$ cat config.mk
export PLATFORM = sky130hd
export DESIGN_NAME = ysyx_23060025_axi_arbiter
export DESIGN_NICKNAME = d
export VERILOG_FILES = /design/src/rtl/ysyx_23060025_axi_arbiter_pkg.sv /design/src/rtl/ysyx_23060025_axi_arbiter.sv
export SDC_FILE = /design/constraint.sdc
export NUM_CORES = 1
export LEC_CHECK = 0
export CORE_AREA = 2 2 145 147
export CTS_BUF_LIST = sky130_fd_sc_hd__clkbuf_4
export DETAILED_ROUTE_END_ITERATION = 12
export DIE_AREA = 0 0 147 149
export GPL_TIMING_DRIVEN = 0
export PLACE_DENSITY_LB_ADDON = 0.05
export SLEW_MARGIN = 20
export SYNTH_ARGS = -nofsm -noshare
export SYNTH_HDL_FRONTEND = slang
export SYNTH_SLANG_ARGS = --single-unit
export TNS_END_PERCENT = 10
$ cat constraint.sdc
create_clock -name clock -period 4.5 [get_ports clock]
set_input_delay 0.45 -clock clock [delete_from_list [all_inputs] [get_ports clock]]
set_output_delay 0.45 -clock clock [all_outputs]
set_load 0.1 [all_outputs]
$ cat src/rtl/ysyx_23060025_axi_arbiter_pkg.sv
// Shared types for the IFU/LSU AXI4-Lite arbiter.
// State encodings and grant IDs used by the arbiter FSM.
package ysyx_23060025_axi_arbiter_pkg;

    typedef enum logic [1:0] {
        ARB_IDLE  = 2'b00,
        ARB_IFU_R = 2'b01,
        ARB_LSU_R = 2'b10,
        ARB_LSU_W = 2'b11
    } arb_state_e;

    localparam logic ARB_GNT_IFU = 1'b0;
    localparam logic ARB_GNT_LSU = 1'b1;

    // An LSU write always beats an LSU read when both are pending.
    function automatic arb_state_e lsu_target(input logic wreq);
        return wreq ? ARB_LSU_W : ARB_LSU_R;
    endfunction

endpackage

$ cat src/rtl/ysyx_23060025_axi_arbiter.sv
// Two-master (IFU read, LSU read/write) to one-slave AXI4-Lite arbiter.
// Whole-transaction grants, round-robin on ties, no buffering.
module ysyx_23060025_axi_arbiter
    import ysyx_23060025_axi_arbiter_pkg::*;
#(
    parameter int DATA_LEN = 32,
    parameter int ADDR_LEN = 32
) (
    input  logic                  clock,
    input  logic                  rstn,

    input  logic [ADDR_LEN-1:0]   ifu_addr_r_addr_i,
    input  logic [2:0]            ifu_addr_r_size_i,
    input  logic                  ifu_addr_r_valid_i,
    output logic                  ifu_addr_r_ready_o,
    output logic [DATA_LEN-1:0]   ifu_r_data_o,
    output logic [1:0]            ifu_r_resp_o,
    output logic                  ifu_r_valid_o,
    input  logic                  ifu_r_ready_i,

    input  logic [ADDR_LEN-1:0]   lsu_addr_r_addr_i,
    input  logic [2:0]            lsu_addr_r_size_i,
    input  logic                  lsu_addr_r_valid_i,
    output logic                  lsu_addr_r_ready_o,
    output logic [DATA_LEN-1:0]   lsu_r_data_o,
    output logic [1:0]            lsu_r_resp_o,
    output logic                  lsu_r_valid_o,
    input  logic                  lsu_r_ready_i,

    input  logic [ADDR_LEN-1:0]   lsu_addr_w_addr_i,
    input  logic [2:0]            lsu_addr_w_size_i,
    input  logic                  lsu_addr_w_valid_i,
    output logic                  lsu_addr_w_ready_o,
    input  logic [DATA_LEN-1:0]   lsu_w_data_i,
    input  logic [DATA_LEN/8-1:0] lsu_w_strb_i,
    input  logic                  lsu_w_valid_i,
    output logic                  lsu_w_ready_o,
    output logic [1:0]            lsu_bkwd_resp_o,
    output logic                  lsu_bkwd_valid_o,
    input  logic                  lsu_bkwd_ready_i,

    output logic [ADDR_LEN-1:0]   addr_r_addr_o,
    output logic [2:0]            addr_r_size_o,
    output logic                  addr_r_valid_o,
    input  logic                  addr_r_ready_i,
    input  logic [DATA_LEN-1:0]   r_data_i,
    input  logic [1:0]            r_resp_i,
    input  logic                  r_valid_i,
    output logic                  r_ready_o,

    output logic [ADDR_LEN-1:0]   addr_w_addr_o,
    output logic [2:0]            addr_w_size_o,
    output logic                  addr_w_valid_o,
    input  logic                  addr_w_ready_i,
    output logic [DATA_LEN-1:0]   w_data_o,
    output logic [DATA_LEN/8-1:0] w_strb_o,
    output logic                  w_valid_o,
    input  logic                  w_ready_i,
    input  logic [1:0]            bkwd_resp_i,
    input  logic                  bkwd_valid_i,
    output logic                  bkwd_ready_o
);

    arb_state_e state_q;
    arb_state_e state_d;
    logic       last_grant_q;
    logic       last_grant_d;

    logic ifu_req;
    logic lsu_wreq;
    logic lsu_rreq;
    logic lsu_req;
    logic r_hs;
    logic b_hs;

    assign ifu_req  = ifu_addr_r_valid_i;
    assign lsu_wreq = lsu_addr_w_valid_i | lsu_w_valid_i;
    assign lsu_rreq = lsu_addr_r_valid_i;
    assign lsu_req  = lsu_wreq | lsu_rreq;
    assign r_hs     = r_valid_i & r_ready_o;
    assign b_hs     = bkwd_valid_i & bkwd_ready_o;

    always_ff @(posedge clock or negedge rstn) begin
        if (!rstn) begin
            state_q      <= ARB_IDLE;
            last_grant_q <= ARB_GNT_LSU;
        end else begin
            state_q      <= state_d;
            last_grant_q <= last_grant_d;
        end
    end

    always_comb begin
        state_d      = state_q;
        last_grant_d = last_grant_q;
        unique case (state_q)
            ARB_IDLE: begin
                // On a tie the master that did not win last time goes first.
                if (ifu_req && (!lsu_req || last_grant_q == ARB_GNT_LSU)) begin
                    state_d      = ARB_IFU_R;
                    last_grant_d = ARB_GNT_IFU;
                end else if (lsu_req) begin
                    state_d      = lsu_target(lsu_wreq);
                    last_grant_d = ARB_GNT_LSU;
                end
            end
            ARB_IFU_R,
            ARB_LSU_R: begin
                if (r_hs) state_d = ARB_IDLE;
            end
            ARB_LSU_W: begin
                if (b_hs) state_d = ARB_IDLE;
            end
            default: state_d = ARB_IDLE;
        endcase
    end

    always_comb begin
        ifu_addr_r_ready_o = 1'b0;
        ifu_r_data_o       = '0;
        ifu_r_resp_o       = '0;
        ifu_r_valid_o      = 1'b0;
        lsu_addr_r_ready_o = 1'b0;
        lsu_r_data_o       = '0;
        lsu_r_resp_o       = '0;
        lsu_r_valid_o      = 1'b0;
        lsu_addr_w_ready_o = 1'b0;
        lsu_w_ready_o      = 1'b0;
        lsu_bkwd_resp_o    = '0;
        lsu_bkwd_valid_o   = 1'b0;
        addr_r_addr_o      = '0;
        addr_r_size_o      = '0;
        addr_r_valid_o     = 1'b0;
        r_ready_o          = 1'b0;
        addr_w_addr_o      = '0;
        addr_w_size_o      = '0;
        addr_w_valid_o     = 1'b0;
        w_data_o           = '0;
        w_strb_o           = '0;
        w_valid_o          = 1'b0;
        bkwd_ready_o       = 1'b0;
        unique case (state_q)
            ARB_IFU_R: begin
                addr_r_addr_o      = ifu_addr_r_addr_i;
                addr_r_size_o      = ifu_addr_r_size_i;
                addr_r_valid_o     = ifu_addr_r_valid_i;
                ifu_addr_r_ready_o = addr_r_ready_i;
                ifu_r_data_o       = r_data_i;
                ifu_r_resp_o       = r_resp_i;
                ifu_r_valid_o      = r_valid_i;
                r_ready_o          = ifu_r_ready_i;
            end
            ARB_LSU_R: begin
                addr_r_addr_o      = lsu_addr_r_addr_i;
                addr_r_size_o      = lsu_addr_r_size_i;
                addr_r_valid_o     = lsu_addr_r_valid_i;
                lsu_addr_r_ready_o = addr_r_ready_i;
                lsu_r_data_o       = r_data_i;
                lsu_r_resp_o       = r_resp_i;
                lsu_r_valid_o      = r_valid_i;
                r_ready_o          = lsu_r_ready_i;
            end
            ARB_LSU_W: begin
                // AW and W pass independently; the slave orders them.
                addr_w_addr_o      = lsu_addr_w_addr_i;
                addr_w_size_o      = lsu_addr_w_size_i;
                addr_w_valid_o     = lsu_addr_w_valid_i;
                lsu_addr_w_ready_o = addr_w_ready_i;
                w_data_o           = lsu_w_data_i;
                w_strb_o           = lsu_w_strb_i;
                w_valid_o          = lsu_w_valid_i;
                lsu_w_ready_o      = w_ready_i;
                lsu_bkwd_resp_o    = bkwd_resp_i;
                lsu_bkwd_valid_o   = bkwd_valid_i;
                bkwd_ready_o       = lsu_bkwd_ready_i;
            end
            default: ;
        endcase
    end

endmodule

== Word-level counts from Yosys, hierarchy flattened ==
Index checks and enable logic that the tools add are counted.

* Flip-flop bits (word level): 3
* Input bits: 191
* Output and inout bits: 188
* Word-level logic and storage cells: 51

* Eq/ne operators: 6
* Muxes and demuxes: 31
* Bitwise operators: 4
* Reductions and logical operators: 8

{| class="wikitable"
|+ Operators with widths
! cell !! number
|-
| 32-bit two-way mux || 4
|-
| 32-bit case mux with 2 select lines || 1
|-
| 2-bit two-way mux || 7
|-
| 1-bit two-way mux || 13
|-
| 2-bit case mux with 3 select lines || 1
|-
| 3-bit case mux with 2 select lines || 1
|-
| 2-bit equality test (second input constant) || 2
|-
| 4-bit two-way mux || 1
|-
| 2-bit != test (second input constant) || 2
|-
| 1-bit case mux with 2 select lines || 2
|-
| 3-bit two-way mux || 1
|-
| 3-bit != test (second input constant) || 1
|-
| 3-bit AND reduction || 1
|-
| 1-bit AND || 2
|-
| 2-bit by 1-bit equality test with 1-bit output (second input constant) || 1
|-
| 2-bit logical NOT || 1
|-
| 1-bit bitwise OR || 2
|-
| 2-bit AND reduction || 1
|-
| 2-bit nonzero test || 1
|-
| 2-bit OR reduction || 1
|-
| 1-bit logical AND || 1
|-
| 1-bit logical NOT || 1
|-
| 1-bit logical OR || 1
|}

== Longest topological paths before layout ==
Gate-level depths: netlist (run 1).

* Depth after elaboration: 7
* Gate-level depth with buffers: 7
* Depth with buffers taken out: 6

== Worst setup path after synthesis (run 1) ==
Ideal clock, no wire load.

* Kind: register to output
* From: register state_q[0]
* To: output addr_r_addr_o[0]
* Data arrival time: 2582 ps
* Required time: 4050 ps
* Slack: 1468 ps
* Stages on the path, launching flop included: 6
* Buffers on the path: 2
* Cell sequence: dfrtp_1 -> inv_1 -> ha_1 -> clkbuf_1 -> clkbuf_1 -> nor2b_1

* Word-level cells in the longest chain between the ends: 2
* Elaborated cells between the ends (all ways): 3
* Classes of those cells: eq/ne (2); mux (1)

{| class="wikitable"
|+ Ends and longest elaborated chain
! element !! line !! text
|-
| start, declared || ysyx_23060025_axi_arbiter.sv:64 || <nowiki>arb_state_e state_q;</nowiki>
|-
| start signal, assigned || ysyx_23060025_axi_arbiter.sv:88 || <nowiki>state_q <= state_d;</nowiki>
|-
| 2-bit equality test or 2-bit by 1-bit equality test with 1-bit output (tied branches) || ysyx_23060025_axi_arbiter.sv:142 || <nowiki>unique case (state_q)</nowiki>
|-
| 32-bit case mux with 2 select lines * || ysyx_23060025_axi_arbiter.sv:142 ||
|-
| end, declared || ysyx_23060025_axi_arbiter.sv:42 || <nowiki>output logic [ADDR_LEN-1:0] addr_r_addr_o,</nowiki>
|}

Mark *: on every way between the ends. The rest lies on a longest branch, timed or not.

== Worst setup path in the final report (run 1) ==
* From: register state_q[0]
* To: output addr_r_valid_o

* Word-level cells in the longest chain between the ends: 2
* Elaborated cells between the ends (all ways): 3
* Classes of those cells: eq/ne (2); mux (1)

{| class="wikitable"
|+ Ends and longest elaborated chain
! element !! line !! text
|-
| 2-bit equality test or 2-bit by 1-bit equality test with 1-bit output (tied branches) || ysyx_23060025_axi_arbiter.sv:142 ||
|-
| 1-bit case mux with 2 select lines * || ysyx_23060025_axi_arbiter.sv:142 ||
|-
| end, declared || ysyx_23060025_axi_arbiter.sv:44 || <nowiki>output logic addr_r_valid_o,</nowiki>
|}

Marks and branches as above.

==> flow_summary.yaml, run 1 <==
cells_and_area:
  final_common_cell: "clkdlybuf4s50_1"
  final_cell_mix: "378 x clkdlybuf4s50_1, 151 x and2_1, 38 x nor2b_1, 36 x a22oi_1, 23 x clkbuf_1"
  n_antenna_cell: 0
  fin_nets: 858
  syn_to_final_growth_pct: 225.6
  drive_above_1_share_pct: 1.662
  finalInstanceArea_um2: 6001
setup_path:
  cp_max_fo: 10
  crit_chain: "inv_1 > ha_1 > clkbuf_1 > clkbuf_1 > nor2b_1 > clkdlybuf4s50_1"
  critPathLaunchType: "flop"
  slowest_stage: "clkdlybuf4s50_1"
  crit_family: "buffers and inverters"
  critPathBufInv: 4
  cp.required_ns: 4.05
  reg2reg_depth: 7
  critical_path_class: "flop to output pin"
  crit_path_end_kind: "output pin"
  r2r_setup_slack_ns: 2.74
  arrival_ns: 3.11
  crit_top_cell: "clkbuf_1"
  cpPeakStageDelay_ns: 1.17
  critical_path_cell_count: 6
timing:
  period_share_pct: 79.15
  post-route-min-period_ns: 3.562
  grt_setup_unrepaired: "no"
  setup_viol: 0
  slew_viol_final: 0
  fin_setup_tns_ns: 0
  setup_ws_ns: 0.9383
  fin_skew_ns: 0.001481
  slew_headroom_pct: 30.76
  hold_violations: 0
  worst_slew_pin_slew_ns: 1.035
  fmax_ghz: 0.2808
  hold_slack_ns: 0.3991
place:
  place_ws_ns: 1.083
  dp_hpwl_mm: 11.94
  routabilityCongestion: 0.8059
  placed_cell_area_um2: 5971
  placement.io_buffers: 378
clock_network:
  cts_buffers: 3
  numClockSinks: 3
  postCtsResizedCells: 0
  clockBufferDepth: 2
  clk_latency_ns: 0.24
  hold_buffers: 0
  post-cts-setup-buffers: 0
  clockRootBuffer: "clkbuf_4"
  cts_htree_levels: 1
  clk_pin_slew_ns: 0.04
  cts_tree: "built"
routing:
  first_pass_iters: 4
  vias: 3385
  drtIter0Drc: 54
  routed_via_density: 3.613
  ant_nets: 0
  drc: 0
  routed_wl_mm: 13.41
  drt-wirelength-per-cell_um: 14.31
logic_synthesis:
  ys_seq_area_share_pct: 4.141
  synthCells: 280
  yosysUniqueCellTypes: 23
  syn_nets: 475
  netlist_area_um2: 1843
  postSynthRegisterBits: 3
  ys_warn_count: 0
  avgSynthCellArea_um2: 6.582
floorplanning:
  core_area_um2: 20560
  die_y_um: 149
  io_pins: 379
  die_w_um: 147
  start_util_pct: 8.965
  dieArea_um2: 21900
  rows: 53
global_route:
  grt_usage_pct: 11.31
  grt_max_degree: 11
  grt_pass1_vias: 3513
  antenna_found_initial: 0
  grt_pass1_wl_mm: 19.53
  grt-ovfl-total: 0
flow_run:
  drv_cap: 0
status:
  outcome: "finished clean"
hold_path:
  hold_path.class: "input pin to asynchronous set/reset pin"
final timing paths:
| check | to | from |
|---|---|---|
| setup / recovery | addr_r_valid_o | state_q[0] |
| hold reg to reg | last_grant_q | last_grant_q |
| hold / removal | state_q[0] | rstn |
| max in group asynchronous | last_grant_q | rstn |
| min in group clock | last_grant_q | last_grant_q |
| setup reg to reg | state_q[0] | state_q[1] |
metal layers:
layer,up-vias,wire length (um),GRT usage (%)
met5,-,0,0
met4,0,175,2.115
met3,10,1532,4.098
met2,226,7303,22.77
met1,1481,4399,11.10
li1,1668,-,-
flip-flops by register name (all words and copies together) (netlist names):
register,cells
state_q,2
last_grant_q,1
cells by family after synthesis:
kind of cell	count (synthesis)	synth area share [%]
AND/OR/NAND/NOR	195	65.58
AO/OA/AOI/OAI	46	19.82
buffers and inverters	31	6.925
adder cells (fa/ha/maj)	4	2.716
flip-flops	3	4.142
multiplexers	1	0.8144
final cells by class:
type | instances | area (um2)
inverter | 3 | 11.26
timing repair buffer | 378 | 3784
clock buffer | 4 | 30.03
sequential | 3 | 76.32
multi-input combinational | 246 | 1639
fill | 2212 | 14560
tap | 275 | 344.1
buffer | 28 | 116.4
cell usage after synthesis, drive strengths merged:
master	number	area [um2]
ha	4	50.05
clkbuf	23	86.33
nand2b	1	6.260
nor2b	38	237.7
mux2	1	15.01
a21boi	1	7.510
nor2	1	3.750
dfstp	1	26.28
a22oi	37	291.5
a21oi	3	15.01
a221oi	1	26.28
a31oi	1	6.260
inv	3	11.26
o21ai	3	18.77
buf	5	30.03
dfrtp	2	50.05
nor3	1	5.000
and2	151	944.7
nand2	3	11.26
through the flow:
stage	util, %	std cells
floorplan	-	280
global placement	29.04	933
detailed placement	29.04	933
CTS	29.19	937
global route	29.19	937
finish	29.19	937
Power of run 1 is not shown: default switching activity piles up to over one toggle a cycle in this logic, so the estimate is an artifact.
==> run 2: changes to the inputs <==
Settings changed: CORE_AREA 2 2 145 147 to 2 2 148 150, DIE_AREA 0 0 147 149 to 0 0 150 152.
Clock period 4.5 ns to 3.6 ns, I/O delays scaled along.
==> run 2 against run 1 <==
Effect of this change: clock skew down 0.0011 ns; register-to-register slack worse by 0.91 ns; critical path type unchanged; global-route usage down 0.42 points; worst setup slack worse by 0.64 ns; die area up 4.1%; highest routed layer unchanged; sequential share of layout area about the same; first-iteration DRC count up 7.4%; via count up 0.47%; critical path depth up 1; sequential cell count unchanged; utilization down 0.59 points.
==> flow_summary.yaml, run 2 (synthesis gave the netlist of run 1 again) <==
cells_and_area:
  fin_nets: 858
  seq_area_um2: 76.32
  num-fill-cells: 2328
  final_cell_mix: "338 x clkdlybuf4s50_1, 151 x and2_1, 39 x dlymetal6s2s_1, 38 x nor2b_1, 36 x a22oi_1"
  final_common_cell: "clkdlybuf4s50_1"
  multi_input_area_um2: 1639
  max_flop_register: "state_q"
  syn_to_final_growth_pct: 231.3
  reg.largest.list: "state_q (2), last_grant_q (1)"
  largest_reg_flops: 2
  drive_above_1_share_pct: 1.662
routing:
  routed_via_density: 3.607
  routed_wl_mm: 13.70
  drc: 0
  drtIter0Drc: 58
  vias: 3401
  first_pass_iters: 4
  drt-wirelength-per-cell_um: 14.53
  ant_nets: 0
setup_path:
  crit_path_end_kind: "output pin"
  cp_max_fo: 10
  slowest_stage: "clkdlybuf4s50_1"
  r2r_setup_slack_ns: 1.83
  reg2reg_depth: 7
  cp.required_ns: 3.24
  r2r_end: "state_q[0]"
  critPathLaunchType: "flop"
  cpPeakStageDelay_ns: 1.16
  worstReg2RegStart: "state_q[0]"
  crit_chain: "inv_1 > ha_1 > buf_4 > buf_1 > a22oi_1 > nor2b_1 > clkdlybuf4s50_1"
  arrival_ns: 2.94
  critical_path_class: "flop to output pin"
clock_network:
  post-cts-setup-buffers: 0
  hold_buffers: 0
  cts_htree_levels: 1
  postCtsResizedCells: 1
  clk_latency_ns: 0.23
  cts_tree: "built"
  clockBufferDepth: 2
  clockRootBuffer: "clkbuf_4"
  cts_buffers: 3
  clk_pin_slew_ns: 0.04
  numClockSinks: 3
timing:
  post-route-min-period_ns: 3.298
  hold_violations: 0
  slew_headroom_pct: 31.34
  fin_skew_ns: 0.0004156
  fin_setup_tns_ns: 0
  fmax_ghz: 0.3032
  worst_slew_pin_slew_ns: 1.027
  grt_setup_unrepaired: "no"
  period_share_pct: 91.62
  setup_viol: 0
  slew_viol_final: 0
global_route:
  antenna_found_initial: 1
  grt_pass1_vias: 3454
  grt_max_degree: 11
  grt_usage_pct: 10.89
  grt-ovfl-total: 0
  grt_pass1_wl_mm: 19.32
floorplanning:
  die_y_um: 152
  start_util_pct: 8.632
  rows: 54
  dieArea_um2: 22800
  io_pins: 379
  die_w_um: 150
  core_area_um2: 21350
status:
  outcome: "finished clean"
place:
  placement.io_buffers: 378
  routabilityCongestion: 0.7083
  dp_hpwl_mm: 11.99
hold_path:
  hold_path.class: "input pin to asynchronous set/reset pin"
flow_run:
  drv_cap: 0
-- run 2: changes by cell type in the layout (fill, tap and decap cells not counted) --
| cell | before | now |
|---|---|---|
| clkdlybuf4s50_1 | 378 | 338 |
| diode_2 | 0 | 1 |
| dlygate4sd2_1 | 0 | 1 |
| dlymetal6s2s_1 | 0 | 39 |
-- run 2: through the flow --
stage	utilization [%]	setup WS [ns]	area [um2]	cells	hold WS (ns)
after floorplan	-	0.6576	1843	280	0.06441
after CTS	28.13	0.001063	6006	942	0.3015
after global placement	27.99	0.2474	5977	938	0.5282
final	28.60	0.3018	6106	943	0.3109
after detailed placement	27.99	0.2306	5977	938	0.5296
after global routing	28.60	0.04164	6106	943	0.3078
-- run 2: how the worst max path moves through the flow --
stage               depth (start not counted)       start           endpoint
floorplan                                   5  state_q[0]   addr_r_addr_o[0]
global placement                            6  state_q[0]     addr_r_valid_o
detailed placement                          6  state_q[0]     addr_r_valid_o
CTS                                         6  state_q[0]          r_ready_o
global route                                6  state_q[0]     addr_r_valid_o
finish                                      7  state_q[1]  addr_r_addr_o[25]
-- run 2: final cells by class --
class	count	area share, %
sequential	3	1.250
inverter	3	0.1844
antenna	1	0.04098
buffer	28	1.906
timing repair buffer	378	63.55
tap	280	5.738
multi-input combinational	246	26.84
clock buffer	4	0.4918
-- run 2: per-layer routing --
layer / vias up / share of wire [%] / GRT usage [%]
met1: 1492 / 33 / 9.846
met3: 8 / 12 / 3.964
li1: 1667 / - / -
met2: 234 / 54 / 22.22
met5: - / 0 / 0
met4: 0 / 1.3 / 2.695
-- run 2: worst max-delay path: cells and delay by family (launching register included) --
| family | cells | cell delay (ns) |
|---|---|---|
| DFF | 1 | 0.41 |
| adders and majority gates | 1 | 0.14 |
| and+or+nand+nor | 1 | 0.14 |
| AOI/OAI and AO/OA | 1 | 0.13 |
| buffers and inverters | 4 | 1.89 |
Power of run 2 is left out for the same reason.
==> run 3: changes to the inputs <==
Settings changed: REMOVE_ABC_BUFFERS from default to 1, SLEW_MARGIN 20 to default.
==> run 3 against run 2 <==
Effect of this change: cell count is 2.5% lower; clock-buffer cell count unchanged; hold slack got worse by 0.0046 ns; worst setup slack worse by 0.11 ns; register-to-register slack worse by 0.50 ns; via count fell by 6.4%; cell area is 1.5% lower; clock skew hardly changed; critical endpoint is now addr_r_addr_o[7]; highest routed layer unchanged.
==> flow_summary.yaml, run 3 (synthesis gave the netlist of run 1 again) <==
timing:
  setup_viol: 0
  worst_slew_pin_slew_ns: 1.089
  slew_headroom_pct: 27.69
  fmax_ghz: 0.2933
  post-route-min-period_ns: 3.409
  hold_violations: 0
  grt_setup_unrepaired: "no"
  slew_viol_final: 0
  fin_skew_ns: 0.0007704
  period_share_pct: 94.70
hold_path:
  hold_path.class: "input pin to asynchronous set/reset pin"
cells_and_area:
  drive_above_1_share_pct: 2.512
  final_common_cell: "clkdlybuf4s50_1"
  max_flop_register: "state_q"
  fin_nets: 833
  final_cells: 919
  largest_reg_flops: 2
  reg.largest.list: "state_q (2), last_grant_q (1)"
  syn_to_final_growth_pct: 226.3
  final_cell_mix: "353 x clkdlybuf4s50_1, 151 x and2_1, 38 x nor2b_1, 36 x a22oi_1, 21 x dlymetal6s2s_1"
floorplanning:
  die_y_um: 152
  start_util_pct: 8.632
  dieArea_um2: 22800
  die_w_um: 150
  rows: 54
  io_pins: 379
  core_area_um2: 21350
clock_network:
  clk_pin_slew_ns: 0.04
  clockBufferDepth: 2
  cts_htree_levels: 1
  clockRootBuffer: "clkbuf_4"
  hold_buffers: 0
  cts_buffers: 3
  numClockSinks: 3
  post-cts-setup-buffers: 0
  cts_tree: "built"
  clk_latency_ns: 0.23
global_route:
  grt_max_degree: 54
  grt_usage_pct: 12.63
  grt_pass1_vias: 3127
  grt-ovfl-total: 0
  antenna_found_initial: 1
  grt_pass1_wl_mm: 21.70
routing:
  routed_via_density: 3.462
  ant_nets: 0
  drc: 0
  drtIter0Drc: 119
  first_pass_iters: 4
  drt-wirelength-per-cell_um: 16.91
  vias: 3182
  routed_wl_mm: 15.54
flow_run:
  drv_cap: 0
setup_path:
  crit_chain: "inv_1 > ha_2 > a22oi_1 > nor2b_1 > clkdlybuf4s50_1"
  arrival_ns: 3.05
  critPathLaunchType: "flop"
  cpPeakStageDelay_ns: 1.16
  slowest_stage: "clkdlybuf4s50_1"
  crit_path_end_kind: "output pin"
  critical_path_class: "flop to output pin"
  cp_max_fo: 37
  cp.required_ns: 3.24
place:
  dp_hpwl_mm: 13.27
  place_inst: 913
  routabilityCongestion: 0.8067
  placement.io_buffers: 378
status:
  outcome: "finished clean"
[run 3: changes by cell type in the layout (fill, tap and decap cells not counted), sizes merged]
cell,change
clkbuf,-23
dlymetal6s2s,-18
clkdlybuf4s50,+15
dlygate4sd2,+3
buf,-2
diode,+1
[run 3: stage by stage]
stage | hold WS (ns) | setup TNS, ns | cell area (um2) | util, % | setup slack (ns)
after global placement | 0.5384 | -112.36 | 5861 | 27.45 | -1.240
after floorplan | 0.06441 | 0 | 1727 | - | 0.02144
final | 0.3064 | 0 | 6013 | 28.16 | 0.1907
after CTS | 0.2997 | 0 | 5956 | 27.89 | 0.03282
after detailed placement | 0.5341 | 0 | 5928 | 27.77 | 0.06993
after global routing | 0.3130 | 0 | 6011 | 28.15 | 0.006118
[run 3: final cells by class]
class / count / area, um2
fill: 2353 / 15340
timing repair buffer: 381 / 3891
multi-input combinational: 246 / 1649
tap: 280 / 350.3
sequential: 3 / 76.32
clock buffer: 4 / 30.03
inverter: 3 / 11.26
antenna: 2 / 5.005
[run 3: worst paths after layout]
check,start,to,slack (ns),depth (start not counted)
max in group asynchronous,rstn,last_grant_q,3.08,1
worst max register to register,state_q[0],state_q[0],1.33,6
min in group clock,last_grant_q,last_grant_q,0.54,2
worst min-delay path,rstn,state_q[0],0.31,1
worst max-delay path,state_q[1],addr_r_addr_o[7],0.19,5
worst min register to register,last_grant_q,last_grant_q,0.54,2
[run 3: what timing repair did]
| action | 4_1_cts | 5_1_grt |
|---|---|---|
| cloned | 0 | 0 |
| endpoints found under the setup margin | 37 | 21 |
| resized for setup | 5 | 21 |
[run 3: routing by layer]
metal | global-route usage, % | wire length, um
met5 | 0 | 0
met4 | 1.977 | 229
met3 | 2.252 | 1002
met2 | 25.88 | 8846
met1 | 13.19 | 5463
[run 3: critical path: cells and delay by family (launching register included)]
family / cells / cell delay (ns)
AOI/OAI and AO/OA: 1 / 0.23
adders and majority gates: 1 / 0.68
buffers and inverters: 2 / 1.27
and+or+nand+nor: 1 / 0.19
DFF: 1 / 0.41
Power of run 3 is left out for the same reason.
